<file path="src/rtl/branch_resolver_pkg.sv">
// Shared encodings for the branch resolver: compare status, branch conditions, FSM states.
// Latency: n/a (types and constants only).
// Backpressure: n/a.
package branch_resolver_pkg;

  // Compare result held in status[1:0]. ST_NONE means no compare has happened since reset.
  localparam logic [1:0] ST_NONE = 2'b00;
  localparam logic [1:0] ST_LT   = 2'b01;
  localparam logic [1:0] ST_GT   = 2'b11;
  localparam logic [1:0] ST_EQ   = 2'b10;

  // Branch condition codes
  localparam logic [2:0] BR_BEQ  = 3'b000;
  localparam logic [2:0] BR_BNE  = 3'b001;
  localparam logic [2:0] BR_BLT  = 3'b010;
  localparam logic [2:0] BR_BGT  = 3'b011;
  localparam logic [2:0] BR_BLE  = 3'b100;
  localparam logic [2:0] BR_BGE  = 3'b101;
  localparam logic [2:0] BR_JMP  = 3'b110;
  localparam logic [2:0] BR_RSVD = 3'b111;

  typedef enum logic [1:0] {
    S_IDLE    = 2'd0,
    S_WAIT_SR = 2'd1,
    S_FLUSH   = 2'd2
  } br_state_t;

endpackage

</file>
<file path="src/rtl/branch_cond_eval.sv">
// Branch predicate: decides taken from a condition code and the 2-bit compare status.
// Latency: combinational.
// Backpressure: none.
// Ports: cond (condition code), status (compare result), taken (predicate result).
module branch_cond_eval
  import branch_resolver_pkg::*;
(
  input  logic [2:0] cond,
  input  logic [1:0] status,
  output logic       taken
);

  logic is_lt;
  logic is_gt;
  logic is_eq;

  // ST_NONE leaves all three flags clear, so every conditional branch falls through.
  assign is_lt = (status == ST_LT);
  assign is_gt = (status == ST_GT);
  assign is_eq = (status == ST_EQ);

  always_comb begin
    taken = 1'b0;
    case (cond)
      BR_BEQ:  taken = is_eq;
      BR_BNE:  taken = is_lt | is_gt;
      BR_BLT:  taken = is_lt;
      BR_BGT:  taken = is_gt;
      BR_BLE:  taken = is_lt | is_eq;
      BR_BGE:  taken = is_gt | is_eq;
      BR_JMP:  taken = 1'b1;
      default: taken = 1'b0;
    endcase
  end

endmodule

</file>
<file path="src/rtl/branch_resolver.sv">
// Resolves branches against the status register; emits next PC, redirect pulse and flush window.
// Latency: accept to pc_next_valid is 1 cycle, or 2 cycles when SRw is high at accept.
// Backpressure: br_ready low while waiting for the status write to land and during the flush window.
// Ports: CLK/reset; br_valid/br_ready request handshake with br_cond, br_target, pc_in;
//        status_in/SRw from the status register; pc_next/pc_next_valid/taken result;
//        stall, flush pipeline controls; taken_count saturating statistic.
module branch_resolver
  import branch_resolver_pkg::*;
#(
  parameter int PC_W         = 16,
  parameter int STATUS_W     = 16,
  parameter int FLUSH_CYCLES = 2
) (
  input  logic                CLK,
  input  logic                reset,
  input  logic                br_valid,
  input  logic [2:0]          br_cond,
  input  logic [PC_W-1:0]     br_target,
  input  logic [PC_W-1:0]     pc_in,
  input  logic [STATUS_W-1:0] status_in,
  input  logic                SRw,
  output logic                br_ready,
  output logic                stall,
  output logic [PC_W-1:0]     pc_next,
  output logic                pc_next_valid,
  output logic                taken,
  output logic                flush,
  output logic [15:0]         taken_count
);

  localparam bit HAS_FLUSH = (FLUSH_CYCLES > 0);
  localparam int FW        = (FLUSH_CYCLES > 1) ? $clog2(FLUSH_CYCLES) : 1;
  // Counter runs FLUSH_CYCLES-1 down to 0, one FLUSH cycle per value.
  localparam logic [FW-1:0] FLUSH_LOAD = FW'((FLUSH_CYCLES > 0) ? FLUSH_CYCLES - 1 : 0);

  br_state_t       state;
  br_state_t       state_nxt;
  logic [FW-1:0]   flush_cnt;

  logic [2:0]      lat_cond;
  logic [PC_W-1:0] lat_target;
  logic [PC_W-1:0] lat_pc;

  logic            accept;
  logic            resolve;
  logic [2:0]      sel_cond;
  logic [PC_W-1:0] sel_target;
  logic [PC_W-1:0] sel_pc;
  logic            res_taken;

  assign accept = br_valid & br_ready;

  // Resolve directly on a clean accept; after a status write, resolve one cycle later
  // from the latched request once status_in carries the new value.
  assign resolve    = (state == S_IDLE && accept && !SRw) || (state == S_WAIT_SR);
  assign sel_cond   = (state == S_WAIT_SR) ? lat_cond   : br_cond;
  assign sel_target = (state == S_WAIT_SR) ? lat_target : br_target;
  assign sel_pc     = (state == S_WAIT_SR) ? lat_pc     : pc_in;

  branch_cond_eval u_cond_eval (
    .cond   (sel_cond),
    .status (status_in[1:0]),
    .taken  (res_taken)
  );

  // State register
  always_ff @(posedge CLK) begin
    if (reset) state <= S_IDLE;
    else       state <= state_nxt;
  end

  // Next-state logic
  always_comb begin
    state_nxt = state;
    case (state)
      S_IDLE: begin
        if (accept) begin
          if (SRw)                         state_nxt = S_WAIT_SR;
          else if (res_taken && HAS_FLUSH) state_nxt = S_FLUSH;
        end
      end
      S_WAIT_SR: state_nxt = (res_taken && HAS_FLUSH) ? S_FLUSH : S_IDLE;
      S_FLUSH:   if (flush_cnt == '0) state_nxt = S_IDLE;
      default:   state_nxt = S_IDLE;
    endcase
  end

  // State-decoded outputs
  always_comb begin
    br_ready = 1'b0;
    stall    = 1'b0;
    flush    = 1'b0;
    case (state)
      S_IDLE:    br_ready = 1'b1;
      S_WAIT_SR: stall    = 1'b1;
      S_FLUSH:   flush    = 1'b1;
      default:   br_ready = 1'b0;
    endcase
  end

  // Request latch, registered result, flush counter, statistics
  always_ff @(posedge CLK) begin
    if (reset) begin
      lat_cond      <= '0;
      lat_target    <= '0;
      lat_pc        <= '0;
      pc_next       <= '0;
      pc_next_valid <= 1'b0;
      taken         <= 1'b0;
      taken_count   <= '0;
      flush_cnt     <= '0;
    end else begin
      pc_next_valid <= resolve;
      taken         <= resolve & res_taken;
      if (accept) begin
        lat_cond   <= br_cond;
        lat_target <= br_target;
        lat_pc     <= pc_in;
      end
      if (resolve) begin
        pc_next <= res_taken ? sel_target : sel_pc + PC_W'(1);
        if (res_taken && taken_count != 16'hFFFF) taken_count <= taken_count + 16'd1;
      end
      if (resolve && res_taken)                      flush_cnt <= FLUSH_LOAD;
      else if (state == S_FLUSH && flush_cnt != '0)  flush_cnt <= flush_cnt - FW'(1);
    end
  end

endmodule

</file>
<file path="config.mk">
export PLATFORM = sky130hd
export DESIGN_NAME = branch_resolver
export DESIGN_NICKNAME = d
export VERILOG_FILES = /design/src/rtl/branch_resolver_pkg.sv /design/src/rtl/branch_cond_eval.sv /design/src/rtl/branch_resolver.sv
export SDC_FILE = /design/constraint.sdc
export NUM_CORES = 1
export LEC_CHECK = 0
export CORE_MARGIN = 4
export CORE_UTILIZATION = 50
export CTS_BUF_LIST = sky130_fd_sc_hd__clkbuf_16
export CTS_CLUSTER_DIAMETER = 50
export DETAILED_ROUTE_END_ITERATION = 7
export PLACE_DENSITY = 0.81
export SLEW_MARGIN = 20
export SYNTH_ARGS = -nofsm -noshare
export SYNTH_HDL_FRONTEND = slang
export SYNTH_SLANG_ARGS = --single-unit
</file>
<file path="constraint.sdc">
create_clock -name CLK -period 4 [get_ports CLK]
set_clock_uncertainty 0.05 [all_clocks]
set_input_delay 0.4 -clock CLK [delete_from_list [all_inputs] [get_ports CLK]]
set_output_delay 0.4 -clock CLK [all_outputs]
set_load 0.05 [all_outputs]
</file>
==> qor.csv <==
metric,value,unit
status,finished clean,
wl,10.2,mm
synth_compound_area_share,15.4,%
htreeDepth,3,
max_freq,0.318,GHz
fill_cells,634,
syn_area,3780,µm²
place_congestion,0.848,
use_met2,39.3,%
total_power,1930,µW
core_area,7290,µm²
seqCellArea,1440,µm²
worst_slew_pin_slew,0.725,ns
path_clk_slew,0.06,ns
antennaDiodeCount,0,
final_layout_size_suffix_gt1_share,5.49,%
fin_nets,620,
drc_errors,0,
root_buffer,clkbuf_16,
avgSynthCellArea,7.67,µm²
std_cell_rows,31,
drtAntennaViolNets,0,
ys_ff_latch,72,
period_share,78.7,%
cts_made_buffers,9,
synth_top_family_by_area,simple AND/OR/NAND/NOR gates,
first_pass_iters,5,
async_flop_share,0,%
grt_pass1_wl,16.4,mm
critPathBufInv,1,
grt.total_usage,23.2,%
antenna_found_initial,0,
cp_common_cell,nand2_1,
cp_data_arrival_time,3.32,ns
synthSimpleGateAreaFrac,28.5,%
netlist_top_cells_area,"dfxtp_1, nand2_1, a21oi_1",
end_kind,flip-flop,
die-area,9020,µm²
fin_crit,3.15,ns
multi_input_area,2160,µm²
synthMuxAreaShare,5.03,%
area_delta_synth_final,29.0,%
hold_viol_final,0,
die_w,95.0,µm
cp_top_family,simple AND/OR/NAND/NOR gates,
crit_chain,"nand2b_2, buf_4, nand2_1, nand2_1, ha_1, nor4b_4, nand2_1, xor2_1, mux2i_1, a221o_1",
synth_fp_nets,553,
setup_violations,0,
rsz0062_at_grt,false,
synthAdderAreaFrac,1.65,%
clkLatencyLatePin,0.34,ns
synth_common_cells,"nand2_1, dfxtp_1, a21oi_1, nor2_1, xor2_1",
crit_required,4.17,ns
drv_slew,0,
busiest_layer,met2,
use_met1,28.8,%
post_cts_buffers,0,
clock_path_buffers,2,
ir_worst_vdd,0.000277,V
grt_use_met3,3.82,%
cts_hold_buffers,0,
synth_edf_count,0,
ys.flop_type,dfxtp_1,
crit_path_top_delay_cell,dfxtp_1,
setup_tns,0,ns
io_pins,92,
cp-start-kind,flip-flop,
cts.sinks,72,
postSynthCellCount,493,
grt_pass1_vias,3469,
netlist.area_leader.share,38.1,%
drv_cap,0,
yosysUniqueCellTypes,49,
cellPowerDensity,395,nW/µm²
yosys.cell_count.top_type,nand2_1,
crit_type,flip-flop to flip-flop,
gr-total-overflow,0,
ys_seq_area_share,38.1,%
routedWlPerCell,15.3,µm
post-place-ws,0.722,ns
cts_tree,yes,
post_cts_resized,0,
finalWorstSetupSlack,0.852,ns
die_height,95.0,µm
relSlewSlack,51.7,%
vias,3742,
viasPerCell,5.64,
yosysTopAreaCell,dfxtp_1,
grt_max_degree,41,
cpPeakStageDelay,0.49,ns
worst-path-max-fanout,29,
io_buffers,77,
yosys_warnings,0,
hold_class,flip-flop to flip-flop,
place_hpwl,7.09,mm
initial_utilization,51.9,%
synthXorXnorAreaFrac,6.48,%
p_leak,0.00194,µW
fin_util,66.9,%
drtIter0Drc,220,
==> tightest hold or removal path: stages (launching register included) <==
cell and delay [ns]:
dfxtp_1 0.31, nand2_1 0.05, a21oi_1 0.05
==> metrics by stage <==
stage          instances  instance area, µm²  hold slack, ns
6_report             664                4880           0.405
5_1_grt              664                4880           0.418
4_1_cts              664                4880           0.403
3_5_place_dp         648                4610           0.396
3_3_place_gp         648                4610           0.391
2_1_floorplan        493                3780           0.386
==> final timing paths <==
path	slack [ns]	to	startpoint	depth (start not counted)
setup / recovery	0.85	pc_next[8]	state[1]	10
hold / removal	0.40	lat_target[6]	lat_target[6]	2
setup reg to reg	0.85	pc_next[8]	state[1]	10
hold reg to reg	0.40	lat_target[6]	lat_target[6]	2
==> placed cells by master, fill, tap and decap left out, drive strengths merged, types with 12 or more instances in the layout <==
| cell type | n |
|---|---|
| xor2 | 21 |
| nand3 | 20 |
| nand2 | 124 |
| mux2i | 19 |
| nor2 | 42 |
| dfxtp | 72 |
| a21oi | 49 |
| clkdlybuf4s50 | 76 |
| buf | 12 |
==> registers in the layout, summed over array words and instances (netlist names) <==
| signal | flops |
|---|---|
| lat_pc | 16 |
| flush_cnt | 1 |
| state | 2 |
| taken_count | 16 |
| pc_next_valid | 1 |
| lat_cond | 3 |
| lat_target | 16 |
| pc_next | 16 |
| taken | 1 |
==> report_power, final <==
part | internal (µW) | switching, µW
sequential | 762 | 30.2
combinational | 154 | 247
clock | 419 | 315
==> final cells by class <==
type,instances,area share (%)
timing repair buffer,88,17.4
clock inverter,7,1.00
tap,99,2.54
multi-input combinational,381,44.3
inverter,8,0.615
sequential,72,29.5
clock buffer,9,4.62
==> cell families (layout without fill, tap and decap cells) <==
kind of cell	after synthesis	count (layout)
AOI/OAI and AO/OA	92	92
xor gates and xnor gates	28	28
adders and majority gates	5	5
buffers and inverters	40	112
DFF	72	72
muxes	19	19
and+or+nand+nor	237	237
==> metal layers <==
layer | wire, µm | vias to the layer above
met4 | 261 | 0
li1 | - | 1817
met3 | 604 | 24
met1 | 4300 | 1754
met5 | 0 | -
met2 | 5000 | 147
No activity file was read; power rests on OpenSTA's default activity.
